==> config.mk <==
export PLATFORM = sky130hd
export DESIGN_NAME = decoder_4to16_ah
export DESIGN_NICKNAME = d
export VERILOG_FILES = /design/src/rtl/decoder_pkg.sv /design/src/rtl/dec_comb_4to16.sv /design/src/rtl/decoder_4to16_ah.sv
export SDC_FILE = /design/constraint.sdc
export NUM_CORES = 1
export LEC_CHECK = 0
export ABC_AREA = 1
export CORE_UTILIZATION = 43
export DETAILED_ROUTE_END_ITERATION = 10
export PLACE_DENSITY = 0.79
export SKIP_CTS_REPAIR_TIMING = 1
export SYNTH_ARGS = -nofsm -noshare
export SYNTH_HDL_FRONTEND = slang
export SYNTH_HIERARCHICAL = 1
export SYNTH_SLANG_ARGS = --single-unit
export TNS_END_PERCENT = 1
==> constraint.sdc <==
create_clock -name clk -period 0.9 [get_ports clk]
set_input_delay 0.18 -clock clk [delete_from_list [all_inputs] [get_ports clk]]
set_output_delay 0.18 -clock clk [all_outputs]
set_load 0.005 [all_outputs]
==> src/rtl/decoder_pkg.sv <==
// rtl/decoder_pkg.sv - shared widths, types and one-hot helper for the 4-to-16 decoder
package decoder_pkg;

    localparam int DEC_ADDR_W = 4;
    localparam int DEC_OUT_N  = 16;

    typedef logic [DEC_ADDR_W-1:0] dec_sel_t;
    // Ascending range: element 0 is the leftmost/MSB position of the bus.
    typedef logic [0:DEC_OUT_N-1]  dec_out_t;

    localparam dec_out_t DEC_OUT_RST = '0;

    function automatic dec_out_t dec_onehot(input logic en, input dec_sel_t sel);
        dec_out_t res;
        res = '0;
        if (en) begin
            res[sel] = 1'b1;
        end
        return res;
    endfunction

endpackage

==> src/rtl/dec_comb_4to16.sv <==
// rtl/dec_comb_4to16.sv - purely combinational enable-gated 4-to-16 one-hot decode
module dec_comb_4to16
    import decoder_pkg::*;
(
    input  logic        en,
    input  logic [3:0]  sel,
    output logic [0:15] dec_out
);

    always_comb begin
        dec_out = dec_onehot(en, sel);
    end

endmodule

==> src/rtl/decoder_4to16_ah.sv <==
// rtl/decoder_4to16_ah.sv - registered 4-to-16 decoder, one-hot active-high D[0:15]
// Optional input register (latency 2) when DECODER_4TO16_IN_REG_EN is defined.
module decoder_4to16_ah
    import decoder_pkg::*;
#(
    parameter int ADDR_W = DEC_ADDR_W
) (
    input  logic        clk,
    input  logic        rst,
    input  logic        E,
    input  logic [3:0]  A,
    output logic [0:15] D
);

    localparam int OUT_N = 2 ** ADDR_W;

    // The select width is fixed; any override must stop elaboration.
    if (ADDR_W != DEC_ADDR_W || OUT_N != DEC_OUT_N) begin : g_bad_addr_w
        $error("decoder_4to16_ah: ADDR_W must be 4");
    end

    logic     dec_en;
    dec_sel_t dec_sel;
    dec_out_t dec_next;

`ifdef DECODER_4TO16_IN_REG_EN
    logic     en_q;
    dec_sel_t sel_q;

    always_ff @(posedge clk) begin
        if (rst) begin
            en_q  <= 1'b0;
            sel_q <= '0;
        end else begin
            en_q  <= E;
            sel_q <= A;
        end
    end

    assign dec_en  = en_q;
    assign dec_sel = sel_q;
`else
    assign dec_en  = E;
    assign dec_sel = A;
`endif

    dec_comb_4to16 u_dec (
        .en      (dec_en),
        .sel     (dec_sel),
        .dec_out (dec_next)
    );

    // Output flop is the only state on the D path, so D never glitches between codes.
    always_ff @(posedge clk) begin
        if (rst) begin
            D <= DEC_OUT_RST;
        end else begin
            D <= dec_next;
        end
    end

endmodule

======== After elaboration in Yosys (flattened, before gate mapping) ========
Index checks and enable logic that the tools add are counted.
W data, S select, Z words.
storage, ports and cells
  word-level logic and storage cells ...... 9
  output and inout bits ................... 16
  flip-flop bits (word level) ............. 16
cells by class
  magnitude comparators ................... 2
  reductions and logical operators ........ 2
  bitwise operators ....................... 2
  mux-type cells .......................... 2
operators by type and width
  kind                  count
  $ge A5 B5 Y1 const B  1
  $lt A5 B1 Y1 const B  1
  $not A4 Y5            1
  $demux W1 S4          1
  $reduce_or A2 Y1      1
  $logic_and A1 B1 Y1   1
  $mux W1               1
  $not A1 Y1            1

======== Logic depth before layout (Yosys ltp) ========
Gate-level depths: netlist of run 1.
  depth after elaboration ................. 5
  depth in mapped cells ................... 5
  gate-level depth less buffers ........... 5

======== Hierarchy ========
The synthesis of run 1 kept the hierarchy.
modules (own cells, without submodules)
  module            sequential area each (µm²)  times used  cells an instance  area an instance (µm²)
  decoder_4to16_ah  320.3                       1           50                 474.2
  dec_comb_4to16    0.0                         1           28                 110.1

======== Worst setup path after synthesis of run 1 ========
No wires, ideal clock.
  path type ............................... input -> register
  start point ............................. input port A[2]
  end point ............................... register D[1] in the netlist's numbering
  buffers on the path ..................... 0
  stages .................................. 5
  data required time ...................... 0.838 ns
  slack ................................... 0.300 ns
  arrival ................................. 0.538 ns
  cells stage by stage .................... inv_1 > nand3_1 > nor2_1 > inv_1 > nor2_2
on the way
  longest elaborated chain between the ends .. 5
  elaborated cells on any way between the ends .. 6
  classes of those cells .................. 2 x order compare; 2 x mux; 1 x bitwise; 1 x reduce/logical
RTL lines
  element                                                             line                    source
  start: declaration                                                  decoder_4to16_ah.sv:11  input logic [3:0] A,
  $not A4 Y5 (not written as such) *                                  decoder_pkg.sv:17       res[sel] = 1'b1;
  $ge A5 B5 Y1 (not written as such) or $lt A5 B1 Y1 (tied branches)  decoder_pkg.sv:17
  $logic_and A1 B1 Y1 (not written as such)                           decoder_pkg.sv:17
  $mux W1 (not written as such)                                       decoder_pkg.sv:17
  $demux W1 S4 *                                                      decoder_pkg.sv:17
  end signal: assignment                                              decoder_4to16_ah.sv:58  D <= dec_next;
  end: declaration                                                    decoder_4to16_ah.sv:12  output logic [0:15] D
Every way passes the cells marked *; elsewhere a longest branch is shown, timed or not.
A chain may end at the register's enable or synchronous reset.

======== Worst setup path after layout of run 1 ========
  start point ............................. register D[13] in the netlist's numbering
  end point ............................... output port D[13] in the netlist's numbering
No word-level cell between the ends.

==> results of run 1 <==
==> tightest hold or removal path, delay by kind of cell <==
family                 cells  cell delay [ns]
buffers and inverters      2             0.20
and+or+nand+nor            3             0.18
==> cell usage in the layout, fill, tap and decap left out, types with 3 or more instances in the layout <==
cell type,synthesis,routed
dfxtp_2,0,5
nand3_2,0,4
nor2_2,3,3
inv_2,0,4
inv_1,20,16
nor2_1,29,29
dlymetal6s2s_1,0,5
buf_2,0,3
dfxtp_1,16,11
nand2_2,0,3
clkbuf_4,0,3
clkbuf_2,0,12
==> cell families after synthesis <==
family	after synthesis	share of synthesized area
buf+inv	22	0.173
flops	16	0.548
simple gates	40	0.278
==> power by group <==
group,switching [mW],total (mW),internal (mW)
sequential,0.00185,0.716,0.715
combinational,0.0657,0.115,0.0491
clock,0.208,0.453,0.246
==> area by class of cell <==
type | instances | area share
Multi-Input combinational cell | 40 | 0.231
Clock buffer | 4 | 0.0440
Sequential cell | 16 | 0.396
Timing Repair Buffer | 23 | 0.217
Inverter | 20 | 0.0910
Tap cell | 14 | 0.0212
==> per-layer routing <==
metal / vias up / track usage / share of wire
met4: 0 / 0.0776 / 0.0060
li1: 267 / - / -
met3: 2 / 0.0173 / 0.075
met1: 236 / 0.191 / 0.41
met2: 34 / 0.275 / 0.51
met5: - / 0 / 0
==> how the worst max path moves through the flow <==
stage           from  endpoint  cells past startpoint
3_3_place_gp       E      D[7]                      5
4_1_cts        D[13]     D[13]                      1
2_1_floorplan   A[2]      D[1]                      5
6_report       D[13]     D[13]                      1
5_1_grt        D[13]     D[13]                      1
3_5_place_dp       E     D[11]                      5
==> stage by stage <==
step | cell area [um2] | setup WS [ns]
2_1_floorplan | 584 | 0.300
3_3_place_gp | 816 | -0.248
3_5_place_dp | 816 | -0.298
4_1_cts | 852 | -0.410
5_1_grt | 825 | -0.0173
6_report | 825 | -0.00922
==> metrics.md, run 1 <==
| Metric | Value |
|---|---|
| GRT overflow | `0` |
| Worst slew pin tran | `around 0.24 ns` |
| First-pass GRT wire length | `around 1600 um` |
| Synth area leader | `dfxtp_1` |
| Die area | `approximately 1500 um2` |
| Port bufs | `22` |
| Post-synth top area share | `0.548` |
| # fillers | `approximately 120` |
| Post-Syn Instances | `between 70 and 80` |
| Mean Syn Cell Area | `7.49 um2` |
| Async S/R FF share, synth | `0` |
| DRT iter0 DRCs | `12` |
| DRT antenna net count | `0` |
| Wire per inst | `between 9 and 10 um` |
| P&R area growth vs syn | `41.1%` |
| Via density | `~4.6` |
| Total Routed Length | `about 1200 um` |
| Fin nets | `between 100 and 150` |
| CTS root buffer | `clkbuf_4` |
| VDD IR max | `~0.78 mV` |
| DRC viols | `0` |
| Crit path launch type | `register` |
| P_leak | `0.410 nW` |
| WHS Endpoint | `D[13]` |
| PnR Total Power | `around 1.3 mW` |
| Layout cell share with drive strength beyond 1 | `0.388` |
| Post-synth EDFFs | `0` |
| Critical path's slowest cell | `dfxtp_2` |
| Failing checks | `negative setup slack` |
| HP Class | `primary input to register` |
| Routability cong. | `roughly 0.78` |
| CP delay by family, top | `flip-flops` |
| Clk slew on worst S/H paths | `0.09 ns` |
| Hold path depth | `5` |
| IO Pins | `23` |
| Total Neg Setup Slack | `-0.00922 ns` |
| TritonCTS clock tree | `yes` |
| Vias in the first global route | `between 400 and 500` |
| Max_cap viols | `0` |
| Biggest register | `D` |
| Area of the multi-input gates | `190 um2` |
| Sequential share of the synthesized area | `0.548` |
| Crit share post-route | `1.01` |
| Crit path time final | `between 0.9 and 1 ns` |
| Slew margin rel. | `0.842` |
| Die Y | `slightly below 40 um` |
| Final Setup Violations | `1` |
| Final HPWL DP | `761 um` |
| Synth unique cells | `8` |
| Pwr Density | `about 1600 nW/um2` |
| Min-delay src | `A[3]` |
| Max FFs per register | `16` |
| Num CTS Buffers | `3` |
| Critical path endpoint category | `primary output` |
| Crit path kind | `register to primary output` |
| Synthesized flop and latch total | `16` |
| Pin count of the biggest net entering global routing | `17` |
| H-Tree Depth | `1` |
| Clock Sink Count | `16` |
| Pins Over Slew Limit | `0` |
| Synth Net Count | `85` |
| Crit-path max FO | `1` |
| Post-layout util | `0.695` |
| CP cell instances | `clkbuf_2` |
| Worst Path Arrival | `~0.73 ns` |
| Crit path largest cell delay | `~0.34 ns` |
| # rows | `12` |
| Dpl cells | `between 100 and 150` |
| Most used flip-flop cell after synthesis | `dfxtp_1` |
| Most frequent cell after synthesis | `nor2_1` |
| Total global-route track usage | `0.159` |
| Top area cells in the synthesized netlist | `dfxtp_1 (55%), nor2_1 (19%), inv_1 (13%)` |
| Final cell count without fillers | `117` |
| Core area | `about 1200 um2` |
| Max Fclk | `1100 MHz` |
| Clock Tree Buf Depth | `2` |
| Via Count | `roughly 540` |
| Post-Syn Area | `584 um2` |
| Hold Vio Cnt, Final | `0` |
| Fin Hold WS | `roughly 0.33 ns` |
| Initial antenna violation count | `0` |
| Fin worst setup slack | `-0.00922 ns` |
| Post-synth top cells | `nor2_1 (29), inv_1 (20), dfxtp_1 (16)` |
| RSZ-0062 raised after global routing | `true` |
| Initial Util | `0.493` |
| Yosys warnings | `6` |
| First-pass iteration count of the detailed router | `4` |
| Register area | `between 300 and 400 um2` |
| Ant. Diodes | `0` |
| Crit path buffers/inverters | `1` |
| Worst Path Required | `0.72 ns` |
| Status | `finished with violations` |
| Die Wd | `around 39 um` |
| Top Registers | `D x16` |
Note: power is estimated with default switching activity, not from simulation.
==> run 2, diff against run 1 <==
--- a/config.mk
+++ b/config.mk
@@ -8,10 +8,11 @@
 export ABC_AREA = 1
 export CORE_UTILIZATION = 43
 export DETAILED_ROUTE_END_ITERATION = 10
+export GPL_TIMING_DRIVEN = 1
 export PLACE_DENSITY = 0.79
 export SKIP_CTS_REPAIR_TIMING = 1
 export SYNTH_ARGS = -nofsm -noshare
 export SYNTH_HDL_FRONTEND = slang
 export SYNTH_HIERARCHICAL = 1
 export SYNTH_SLANG_ARGS = --single-unit
-export TNS_END_PERCENT = 1
+export TNS_END_PERCENT = 50
==> run 2 against run 1 <==
Net effect:
- the run now ends clean
- sequential share of layout area down 0.30 points
- die area unchanged
- combinational power about the same
- final cell count unchanged
- routed wire length up 1.4%
==> metrics.md, run 2 (synthesis gave the netlist of run 1 again) <==
| Metric | Value |
|---|---|
| CP delay by family, top | `flip-flops (unchanged)` |
| Logic pwr share | `0.090 (was 0.089)` |
| DRC viols | `0 (unchanged)` |
| Crit path kind | `register to primary output (unchanged)` |
| Crit path time final | `0.900 ns (was 0.909 ns)` |
| Setup WS pre-CTS | `-0.298 ns (unchanged)` |
| TritonCTS clock tree | `yes (unchanged)` |
| Pin count of the biggest net entering global routing | `17 (unchanged)` |
| Sequential share of power | `0.558 (about the same)` |
| Clk slew on worst S/H paths | `0.09 ns (about the same)` |
| Status | `finished clean (was finished with violations)` |
| Biggest register | `D (unchanged)` |
| Max_cap viols | `0 (unchanged)` |
| Final Setup Violations | `0 (was 1)` |
| Worst Path Arrival | `0.72 ns (was 0.73 ns)` |
| Top Registers | `D x16 (unchanged)` |
| PnR Total Power | `1.28 mW (about the same)` |
| Fin nets | `111 (unchanged)` |
| Max Fclk | `1110 MHz (was 1100 MHz)` |
| Initial antenna violation count | `0 (unchanged)` |
| Layout cell share with drive strength beyond 1 | `0.388 (unchanged)` |
| Die Wd | `38.9 um (unchanged)` |
| IO Pins | `23 (unchanged)` |
| First-pass iteration count of the detailed router | `5 (was 4)` |
| Crit path largest cell delay | `0.34 ns (about the same)` |
| HP Class | `primary input to register (unchanged)` |
| Switching pwr | `275 uW (about the same)` |
| Num CTS Buffers | `3 (unchanged)` |
| Fin worst setup slack | `0.000339 ns (was -0.00922 ns)` |
| Sw Share | `0.214 (about the same)` |
| Final cell count without fillers | `117 (unchanged)` |
| First-pass GRT wire length | `1650 um (unchanged)` |
| Worst slew pin tran | `0.248 ns (was 0.237 ns)` |
| Core area | `1190 um2 (unchanged)` |
| Routability cong. | `0.782 (unchanged)` |
| Worst Path Required | `0.72 ns (about the same)` |
| Ant. Diodes | `0 (unchanged)` |
| Via density | `4.53 (was 4.61)` |
| Vias in the first global route | `415 (unchanged)` |
| Most frequent cells in the layout | `nor2_1 (29), inv_1 (16), dfxtp_1 (11), clkbuf_2 (11) (was nor2_1 (29), inv_1 (16), clkbuf_2 (12))` |
| DRT antenna net count | `0 (unchanged)` |
| Crit share post-route | `1.00 (was 1.01)` |
| Die area | `1510 um2 (unchanged)` |
| CTS root buffer | `clkbuf_4 (unchanged)` |
| Wire per inst | `10.0 um (was 9.91 um)` |
| Clock Sink Count | `16 (unchanged)` |
| Dpl cells | `113 (unchanged)` |
| P&R area growth vs syn | `42.2% (was 41.1%)` |
| Total Routed Length | `1180 um (was 1160 um)` |
| H-Tree Depth | `1 (unchanged)` |
| GRT overflow | `0 (unchanged)` |
| # fillers | `118 (was 119)` |
| Die Y | `38.9 um (unchanged)` |
| # rows | `12 (unchanged)` |
| RSZ-0062 raised after global routing | `true (unchanged)` |
| Hold Vio Cnt, Final | `0 (unchanged)` |
| Post-layout util | `0.700 (was 0.695)` |
| Pins Over Slew Limit | `0 (unchanged)` |
| Critical path endpoint category | `primary output (unchanged)` |
| Clock Tree Buf Depth | `2 (unchanged)` |
| Pwr Density | `1550 nW/um2 (was 1560 nW/um2)` |
| Critical path's slowest cell | `dfxtp_2 (unchanged)` |
| VDD IR max | `0.811 mV (was 0.784 mV)` |
| Max FFs per register | `16 (unchanged)` |
| Commonest non-fill, non-tap cell in the layout | `nor2_1 (unchanged)` |
| Initial Util | `0.493 (unchanged)` |
| CP cell instances | `buf_6 (was clkbuf_2)` |
| Port bufs | `22 (unchanged)` |
| Slew margin rel. | `0.835 (was 0.842)` |
| Fin Hold WS | `0.331 ns (was 0.329 ns)` |
| Total Neg Setup Slack | `0 ns (was -0.00922 ns)` |
| Clock power frac | `0.352 (was 0.353)` |
| Final instance area | `831 um2 (was 825 um2)` |
| Via Count | `530 (was 539)` |
| Placed Area | `816 um2 (unchanged)` |
| Final HPWL DP | `761 um (unchanged)` |
| P_leak | `0.412 nW (was 0.410 nW)` |
| DRT iter0 DRCs | `8 (was 12)` |
| Int Power | `1.01 mW (about the same)` |
| Crit path buffers/inverters | `1 (unchanged)` |
| Crit path launch type | `register (unchanged)` |
| Total global-route track usage | `0.159 (unchanged)` |
| Crit-path max FO | `1 (unchanged)` |
## run 2: changes by cell type in the layout (fill, tap and decap cells not counted)
cell / delta
buf_6: +1
clkbuf_2: -1
## run 2: worst paths after layout
check	endpoint	from	cells past startpoint	slack (ns)
worst max-delay path	D[13]	D[13]	1	0.0003
worst min-delay path	D[13]	A[3]	5	0.33
## run 2: cell type report
type                            instances  area [um2]  share of cell area
Timing Repair Buffer                   23         185               0.223
Sequential cell                        16         327               0.393
Inverter                               20        75.1              0.0904
Tap cell                               14        17.5              0.0211
Clock buffer                            4        36.3              0.0437
Multi-Input combinational cell         40         190               0.229
## run 2: per-layer routing
metal  vias up  share of wire  global-route usage
met5         -              0                   0
met4         0         0.0051              0.0776
met3         2          0.056              0.0173
met2        27           0.50               0.275
met1       233           0.44               0.191
li1        268              -                   -
## run 2: power by group through the flow
stage	clock network [mW]	registers (mW)	logic (mW)
finish	0.452	0.717	0.116
global route	0.489	0.717	0.126
detailed placement	0	0.733	0.109
floorplan	0	0.734	0.0535
CTS	0.462	0.716	0.109
global placement	0	0.733	0.106
